===== config.mk =====
export PLATFORM = sky130hd
export DESIGN_NAME = jk_bank_sequencer_flat
export DESIGN_NICKNAME = d
export VERILOG_FILES = /design/src/rtl/jk_bank_sequencer_if.sv /design/src/rtl/jk_bank_sequencer.sv /design/src/flat_wrapper.sv
export SDC_FILE = /design/constraint.sdc
export NUM_CORES = 1
export LEC_CHECK = 0
export ABC_AREA = 1
export BUFFER_PORTS_ARGS = -buffer_cell sky130_fd_sc_hd__buf_2
export CAP_MARGIN = 20
export CORE_UTILIZATION = 39
export DETAILED_ROUTE_END_ITERATION = 8
export PLACE_DENSITY = 0.7
export SYNTH_ARGS = -nofsm -noshare
export SYNTH_HDL_FRONTEND = slang
export SYNTH_SLANG_ARGS = --single-unit

===== constraint.sdc =====
create_clock -name clk -period 1.5 [get_ports clk]
set_clock_uncertainty 0.05 [all_clocks]
set_input_delay 0 -clock clk [delete_from_list [all_inputs] [get_ports clk]]
set_output_delay 0 -clock clk [all_outputs]
set_load 0.1 [all_outputs]

===== src/rtl/jk_bank_sequencer_if.sv =====
// Command channel of the JK bank sequencer: one command per valid/ready handshake,
// plus the abort strobe that may cut a running COUNT short.
interface jk_bank_sequencer_if #(
  parameter int WIDTH = 4,
  parameter int CNT_W = 8
);
  logic             cmd_valid;
  logic             cmd_ready;
  logic [2:0]       cmd_op;
  logic [WIDTH-1:0] cmd_data;
  logic [CNT_W-1:0] cmd_count;
  logic             cmd_abort;

  modport master (
    output cmd_valid, cmd_op, cmd_data, cmd_count, cmd_abort,
    input  cmd_ready
  );

  modport slave (
    input  cmd_valid, cmd_op, cmd_data, cmd_count, cmd_abort,
    output cmd_ready
  );
endinterface


===== src/rtl/jk_bank_sequencer.sv =====
// Command-driven controller for a bank of WIDTH external JK flip-flops: drives
// per-bit J/K and the shared enable for SET/CLEAR/TOGGLE/LOAD and multi-step COUNT.
module jk_bank_sequencer #(
  parameter int WIDTH = 4,
  parameter int CNT_W = 8
) (
  input  logic                 clk,
  input  logic                 reset,
  jk_bank_sequencer_if.slave   cmd,
  input  logic [WIDTH-1:0]     q_in,
  output logic                 jk_en,
  output logic [WIDTH-1:0]     j_out,
  output logic [WIDTH-1:0]     k_out,
  output logic                 busy,
  output logic                 done,
  output logic                 err
);

  typedef enum logic [1:0] {
    S_IDLE,
    S_APPLY,
    S_COUNT,
    S_DONE
  } state_t;

  typedef enum logic [2:0] {
    OP_NOP     = 3'b000,
    OP_SET     = 3'b001,
    OP_CLEAR   = 3'b010,
    OP_TOGGLE  = 3'b011,
    OP_LOAD    = 3'b100,
    OP_UP      = 3'b101,
    OP_DOWN    = 3'b110,
    OP_ILLEGAL = 3'b111
  } op_t;

  state_t           state, state_n;
  op_t              op;
  op_t              new_op;
  logic [WIDTH-1:0] data;
  logic [CNT_W-1:0] remaining;
  logic             accept;
  logic [WIDTH-1:0] carry_up, carry_down;

  assign cmd.cmd_ready = (state == S_IDLE) && reset;
  assign accept        = cmd.cmd_valid && cmd.cmd_ready;
  assign new_op        = op_t'(cmd.cmd_op);

  // NOTE: state registers use non-blocking assignments so every flop samples
  // the pre-edge values; combinational blocks below use blocking assignments.
  always_ff @(posedge clk) begin
    if (!reset) begin
      state     <= S_IDLE;
      op        <= OP_NOP;
      data      <= '0;
      remaining <= '0;
    end else begin
      state <= state_n;
      if (accept) begin
        op        <= new_op;
        data      <= cmd.cmd_data;
        remaining <= cmd.cmd_count;
      end else if (state == S_COUNT) begin
        remaining <= remaining - CNT_W'(1);
      end
    end
  end

  // Toggle masks for a ripple counter: bit i flips when all lower bits are 1 (up) or 0 (down).
  always_comb begin
    logic all_one, all_zero;
    all_one    = 1'b1;
    all_zero   = 1'b1;
    carry_up   = '0;
    carry_down = '0;
    for (int i = 0; i < WIDTH; i++) begin
      carry_up[i]   = all_one;
      carry_down[i] = all_zero;
      all_one       = all_one & q_in[i];
      all_zero      = all_zero & ~q_in[i];
    end
  end

  // NOTE: every output and next-state term gets a default first, so no path
  // through the case statements can leave a latch behind.
  always_comb begin
    state_n = state;
    jk_en   = 1'b0;
    j_out   = '0;
    k_out   = '0;
    busy    = (state != S_IDLE);
    done    = (state == S_DONE);
    err     = (state == S_DONE) && (op == OP_ILLEGAL);

    case (state)
      S_IDLE: begin
        if (accept) begin
          case (new_op)
            OP_SET, OP_CLEAR, OP_TOGGLE, OP_LOAD: state_n = S_APPLY;
            OP_UP, OP_DOWN: state_n = (cmd.cmd_count != '0) ? S_COUNT : S_DONE;
            default:        state_n = S_DONE;
          endcase
        end
      end
      S_APPLY: begin
        state_n = S_DONE;
        jk_en   = reset;
        case (op)
          OP_SET:    j_out = '1;
          OP_CLEAR:  k_out = '1;
          OP_TOGGLE: begin j_out = data; k_out = data;  end
          OP_LOAD:   begin j_out = data; k_out = ~data; end
          default:   jk_en = 1'b0;
        endcase
      end
      S_COUNT: begin
        if (cmd.cmd_abort || remaining == CNT_W'(1)) state_n = S_DONE;
        // Reset low must keep the bank untouched even before the reset edge lands.
        jk_en = reset && !cmd.cmd_abort;
        j_out = (op == OP_UP) ? carry_up : carry_down;
        k_out = j_out;
      end
      S_DONE:  state_n = S_IDLE;
      default: state_n = S_IDLE;
    endcase

    if (!jk_en) begin
      j_out = '0;
      k_out = '0;
    end
  end

endmodule


===== src/flat_wrapper.sv =====
// flat-port wrapper written by rule: the top's interface ports become plain ports
module jk_bank_sequencer_flat 
#(
  parameter int WIDTH = 4,
  parameter int CNT_W = 8
)
  (clk, reset, q_in, jk_en, j_out, k_out, busy, done, err, cmd_cmd_valid, cmd_cmd_op, cmd_cmd_data, cmd_cmd_count, cmd_cmd_abort, cmd_cmd_ready);
  jk_bank_sequencer_if #(.WIDTH(WIDTH), .CNT_W(CNT_W)) cmd_i ();
  input  logic clk;
  input  logic reset;
  input  logic [WIDTH-1:0] q_in;
  output logic jk_en;
  output logic [WIDTH-1:0] j_out;
  output logic [WIDTH-1:0] k_out;
  output logic busy;
  output logic done;
  output logic err;
  input wire logic [$bits(cmd_i.cmd_valid)-1:0] cmd_cmd_valid;
  input wire logic [$bits(cmd_i.cmd_op)-1:0] cmd_cmd_op;
  input wire logic [$bits(cmd_i.cmd_data)-1:0] cmd_cmd_data;
  input wire logic [$bits(cmd_i.cmd_count)-1:0] cmd_cmd_count;
  input wire logic [$bits(cmd_i.cmd_abort)-1:0] cmd_cmd_abort;
  output wire logic [$bits(cmd_i.cmd_ready)-1:0] cmd_cmd_ready;
  assign cmd_i.cmd_valid = cmd_cmd_valid;
  assign cmd_i.cmd_op = cmd_cmd_op;
  assign cmd_i.cmd_data = cmd_cmd_data;
  assign cmd_i.cmd_count = cmd_cmd_count;
  assign cmd_i.cmd_abort = cmd_cmd_abort;
  assign cmd_cmd_ready = cmd_i.cmd_ready;
  jk_bank_sequencer #(.WIDTH(WIDTH), .CNT_W(CNT_W)) u_core (.clk(clk), .reset(reset), .cmd(cmd_i), .q_in(q_in), .jk_en(jk_en), .j_out(j_out), .k_out(k_out), .busy(busy), .done(done), .err(err));
endmodule

## After elaboration in Yosys (flattened, before gate mapping)

Cells that the tools add are included.
W data, S select, Z words.

| storage, ports and cells | value |
|---|---|
| flip-flop bits (word level) | 17 |
| output and inout bits | 13 |

| cells by class | value |
|---|---|
| mux-type cells | 16 |
| equal/unequal tests | 18 |
| bitwise gates (word level) | 8 |
| reductions and logical operators | 15 |
| $add $sub $neg | 1 |

Operators with widths:

| cell | number |
|---|---|
| $pmux W4 S2 | 3 |
| $eq A3 B3 Y1 const B | 6 |
| $mux W8 | 2 |
| $eq A3 B2 Y1 const B | 4 |
| $mux W4 | 3 |
| $pmux W4 S3 | 1 |
| $eq A8 B1 Y1 const B | 1 |
| $pmux W2 S4 | 1 |
| $reduce_bool A8 Y1 | 1 |
| $reduce_or A4 Y1 | 2 |
| $sub A8 B1 Y8 const B | 1 |
| $eq A3 B1 Y1 const B | 2 |
| $and A1 B1 Y1 | 4 |
| $eq A2 B2 Y1 const B | 2 |
| $logic_and A1 B1 Y1 | 4 |
| $mux W2 | 2 |
| $not A4 Y4 | 1 |
| $pmux W2 S2 | 1 |
| $reduce_bool A2 Y1 | 2 |
| $reduce_or A2 Y1 | 2 |
| $not A1 Y1 | 3 |
| $eq A2 B1 Y1 const B | 1 |
| $logic_not A2 Y1 | 1 |
| $mux W1 | 2 |
| other kinds (6) | 6 |

## Logic depth before layout (Yosys ltp)

| logic depth | value |
|---|---|
| depth after elaboration | 6 |
| depth in mapped cells | 9 |
| depth with buffers taken out | 9 |

## Worst setup path before layout

OpenSTA, ideal clock, no wires.

| timing path | value |
|---|---|
| path kind | register to output |
| start point | register u_core.state[0] |
| end point | output err |
| setup slack | -1.999 ns |
| stages on the path, launching flop included | 3 |
| data arrival time | 3.449 ns |
| required time | 1.450 ns |
| cell sequence | dfxtp_1 > ha_1 > nor3b_1 |

| between the ends | value |
|---|---|
| longest elaborated chain between the ends | 2 |

RTL lines:

| element | line | source |
|---|---|---|
| from (decl) | jk_bank_sequencer.sv:37 | `state_t state, state_n;` |
| from (signal assigned) | jk_bank_sequencer.sv:58 | `state <= state_n;` |
| $eq A2 B2 Y1 | -- |  |
| net done | flat_wrapper.sv:16 | `output logic done;` |
| $logic_and A1 B1 Y1 | jk_bank_sequencer.sv:93 | `err = (state == S_DONE) && (op == OP_ILLEGAL);` |
| to (decl) | flat_wrapper.sv:17 | `output logic err;` |

The timed path passes the listed nets, and every way through them passes these cells.

## Worst setup path in the final report

| timing path | value |
|---|---|
| start point | register u_core.state[0] |
| end point | output jk_en |

| between the ends | value |
|---|---|
| longest elaborated chain between the ends | 2 |

RTL lines:

| element | line | source |
|---|---|---|
| $eq A2 B2 Y1 / $eq A2 B1 Y1 (equally long branches) | jk_bank_sequencer.sv:95 | `case (state)` |
| $pmux W1 S2 * | jk_bank_sequencer.sv:95 |  |
| to (decl) | flat_wrapper.sv:12 | `output logic jk_en;` |

Every way passes the cells marked *; elsewhere a longest branch is shown, timed or not.

==> flow_metrics.py <==
metrics = {
    "run_status": {
        "status": "complete, but fails checks",
        "violations": "negative setup slack",
    },
    "place": {
        "dpl_cell_area_mm2": 0.00195,
        "post-place-ws_ns": 0.0195,
        "post-dp-hpwl_um": 2690,
        "dp_cells": 317,
        "gp_congestion": 0.833,
        "io_buffers": 34,
    },
    "logic_synthesis": {
        "synth.distinct_cells": 24,
        "synth-seq-cells": 17,
        "avgSynthCellArea_um2": 5.79,
        "async_reset_ff_frac": 0,
        "syn_area_mm2": 0.00134,
        "synthCells": 232,
        "synthFlopType": "dfxtp_1",
        "synth-edff-count": 0,
        "ys_warn_count": 0,
        "synth_sequential_area_ratio": 0.253,
        "syn-num-nets": 261,
    },
    "die": {
        "initial_core_util": 0.426,
        "core_mm2": 0.00315,
        "std_cell_rows": 20,
        "ios": 36,
        "die-width_um": 60.7,
        "die_h_um": 60.7,
        "die_area_mm2": 0.00368,
    },
    "flow_run": {
        "maxCapViolCount": 0,
    },
    "clock_tree": {
        "clkTransAtPathRegs_ns": 0.10,
        "cts_made_buffers": 3,
        "h-tree-depth": 1,
        "cts_root_buffer": "clkbuf_4",
        "worstSkewPairLatency_ns": 0.29,
        "cts_tree": "yes",
        "clkSinkCount": 17,
        "clockBufferDepth": 2,
    },
    "worst_setup_path": {
        "end_kind": "output port",
        "r2r_cells": 7,
        "ff2ff_setup_slack_ns": 0.03,
        "worst-setup-path-type": "reg2out",
        "start_kind": "flip-flop",
        "reg2reg_from": "u_core.state[0]$_SDFFE_PN0P_",
        "required_ns": 1.45,
        "cp-endpoint": "jk_en",
        "cp.arrival_ns": 1.72,
        "crit_fanout": 9,
        "timing.rr.end": "u_core.remaining[4]$_SDFFE_PN0P_",
        "startpoint": "u_core.state[0]$_SDFFE_PN0P_",
    },
    "final_layout": {
        "instances_no_fill": 337,
        "num-nets-final": 323,
        "nFillCells": 276,
        "drive_gt1_frac": 0.300,
        "synthToLayoutAreaGrowth_pct": 60.7,
        "num_antenna_cells": 0,
        "layout_commonest_cell": "nand2_1",
        "fin_area_mm2": 0.00216,
        "multi_input_area_um2": 986,
        "most-common-layout-cells": "nand2_1, inv_1, nor2_1, buf_2",
        "regArea_um2": 352,
    },
    "timing": {
        "worstMarginPinSlew_ns": 0.482,
        "finalCritPeriodShare": 1.18,
        "setup_viol": 9,
        "slew_viol_final": 0,
        "timing.slew.headroom": 0.681,
        "timing.final.ws_setup_ns": -0.267,
        "rsz0062_at_grt": "true",
        "fmax_ghz": 0.566,
        "fin_crit_ns": 1.77,
        "fin_hold_ws_ns": 0.0283,
        "final_hold_viol_count": 0,
    },
    "global_routing": {
        "grt_use_total": 0.213,
        "gr-max-usage-layer": "met2",
        "antenna_found_initial": 0,
        "grt_util_met3": 0.0277,
        "met1_usage": 0.248,
        "grt_pass1_wl_um": 5910,
        "grt_max_degree": 10,
        "grt_pass1_vias": 1398,
        "grt_remaining_overflow": 0,
        "grt_util_met2": 0.396,
    },
    "power": {
        "power_w": 0.00286,
        "leakage_nw": 1.01,
        "p_per_area_mw_per_mm2": 1320,
        "ir_drop_mv": 0.955,
    },
    "hold_path": {
        "hold_class": "in2reg",
    },
    "drt": {
        "vias_per_cell": 4.82,
        "vias": 1626,
        "drtIter0Drc": 57,
        "dr.pass1.iters": 4,
        "drc": 0,
        "wl_per_cell_um": 10.8,
        "finalWirelength_um": 3650,
        "antenna_left": 0,
    },
}
-- worst min-delay path by stage --
stage                     start                               end  cells after the start
2_1_floorplan     cmd_cmd_op[0]         u_core.op[0]$_SDFFE_PN0P_                      2
6_report       cmd_cmd_count[7]  u_core.remaining[7]$_SDFFE_PN0P_                      5
3_5_place_dp      cmd_cmd_op[1]         u_core.op[1]$_SDFFE_PN0P_                      3
3_3_place_gp    cmd_cmd_data[1]       u_core.data[1]$_SDFFE_PN0P_                      3
5_1_grt        cmd_cmd_count[7]  u_core.remaining[7]$_SDFFE_PN0P_                      5
4_1_cts        cmd_cmd_count[7]  u_core.remaining[7]$_SDFFE_PN0P_                      5
-- through the flow --
step	utilization	TNS (ns)
after floorplan	-	-1.83
after global placement	0.618	0
after detailed placement	0.618	0
after CTS	0.675	-2.41
after global routing	0.685	-3.39
final	0.685	-2.18
-- routing by layer --
layer,up-vias,wire length (um)
met5,-,0
met4,0,51
met3,8,110
met2,48,1860
met1,714,1630
li1,856,-
-- power breakdown --
part           internal [W]  switching (W)
registers          0.000598       0.000143
logic              0.000686        0.00118
clock network      0.000104       0.000150
total               0.00139        0.00147
-- registers in the layout, summed over array words and instances (netlist names) --
register	cells
u_core.data	4
u_core.remaining	8
u_core.state	2
u_core.op	3
-- repair_timing --
item	CTS	global route
hold buffers	14	0
endpoints found under the hold margin	13	0
gates cloned	0	0
resized for setup	3	9
setup buffers	1	1
pin swaps	2	1
endpoints found under the setup margin	11	19
-- Yosys cell counts (2+ instances only) --
library cell,n,area share
a21oi_1,14,0.052
buf_2,2,0.0074
nand3_2,3,0.022
nand3_1,20,0.074
ha_1,6,0.056
inv_1,39,0.11
o21ai_1,2,0.0074
nor2_2,2,0.0093
o21ai_0,20,0.074
nand2_1,56,0.16
nand4_1,5,0.023
a31oi_1,2,0.0093
dfxtp_1,17,0.25
nor2_1,34,0.095
-- cells by family (layout without fill, tap and decap cells) --
family                     after synthesis  count (layout)  synth area share
xor gates and xnor gates                 1               1           0.00652
and+or+nand+nor                        125             125             0.408
AOI/OAI and AO/OA                       39              39             0.149
buffers and inverters                   44             105             0.128
adders and majority gates                6               6            0.0559
DFF                                     17              17             0.253
-- area by class of cell --
cell class | count | area share
Clock buffer | 4 | 0.0122
Inverter | 40 | 0.0765
Multi-Input combinational cell | 171 | 0.457
Sequential cell | 17 | 0.163
Tap cell | 44 | 0.0255
Timing Repair Buffer | 61 | 0.267
-- critical path, cell delays in order (launching register included) --
cell,delay [ns]
dfxtp_4,0.40
inv_4,0.06
ha_4,0.17
inv_2,0.07
nor2_4,0.04
inv_1,0.07
nand3_2,0.13
nand2_8,0.18
clkinvlp_4,0.12
buf_12,0.17
No activity file was read; power rests on OpenSTA's default activity.
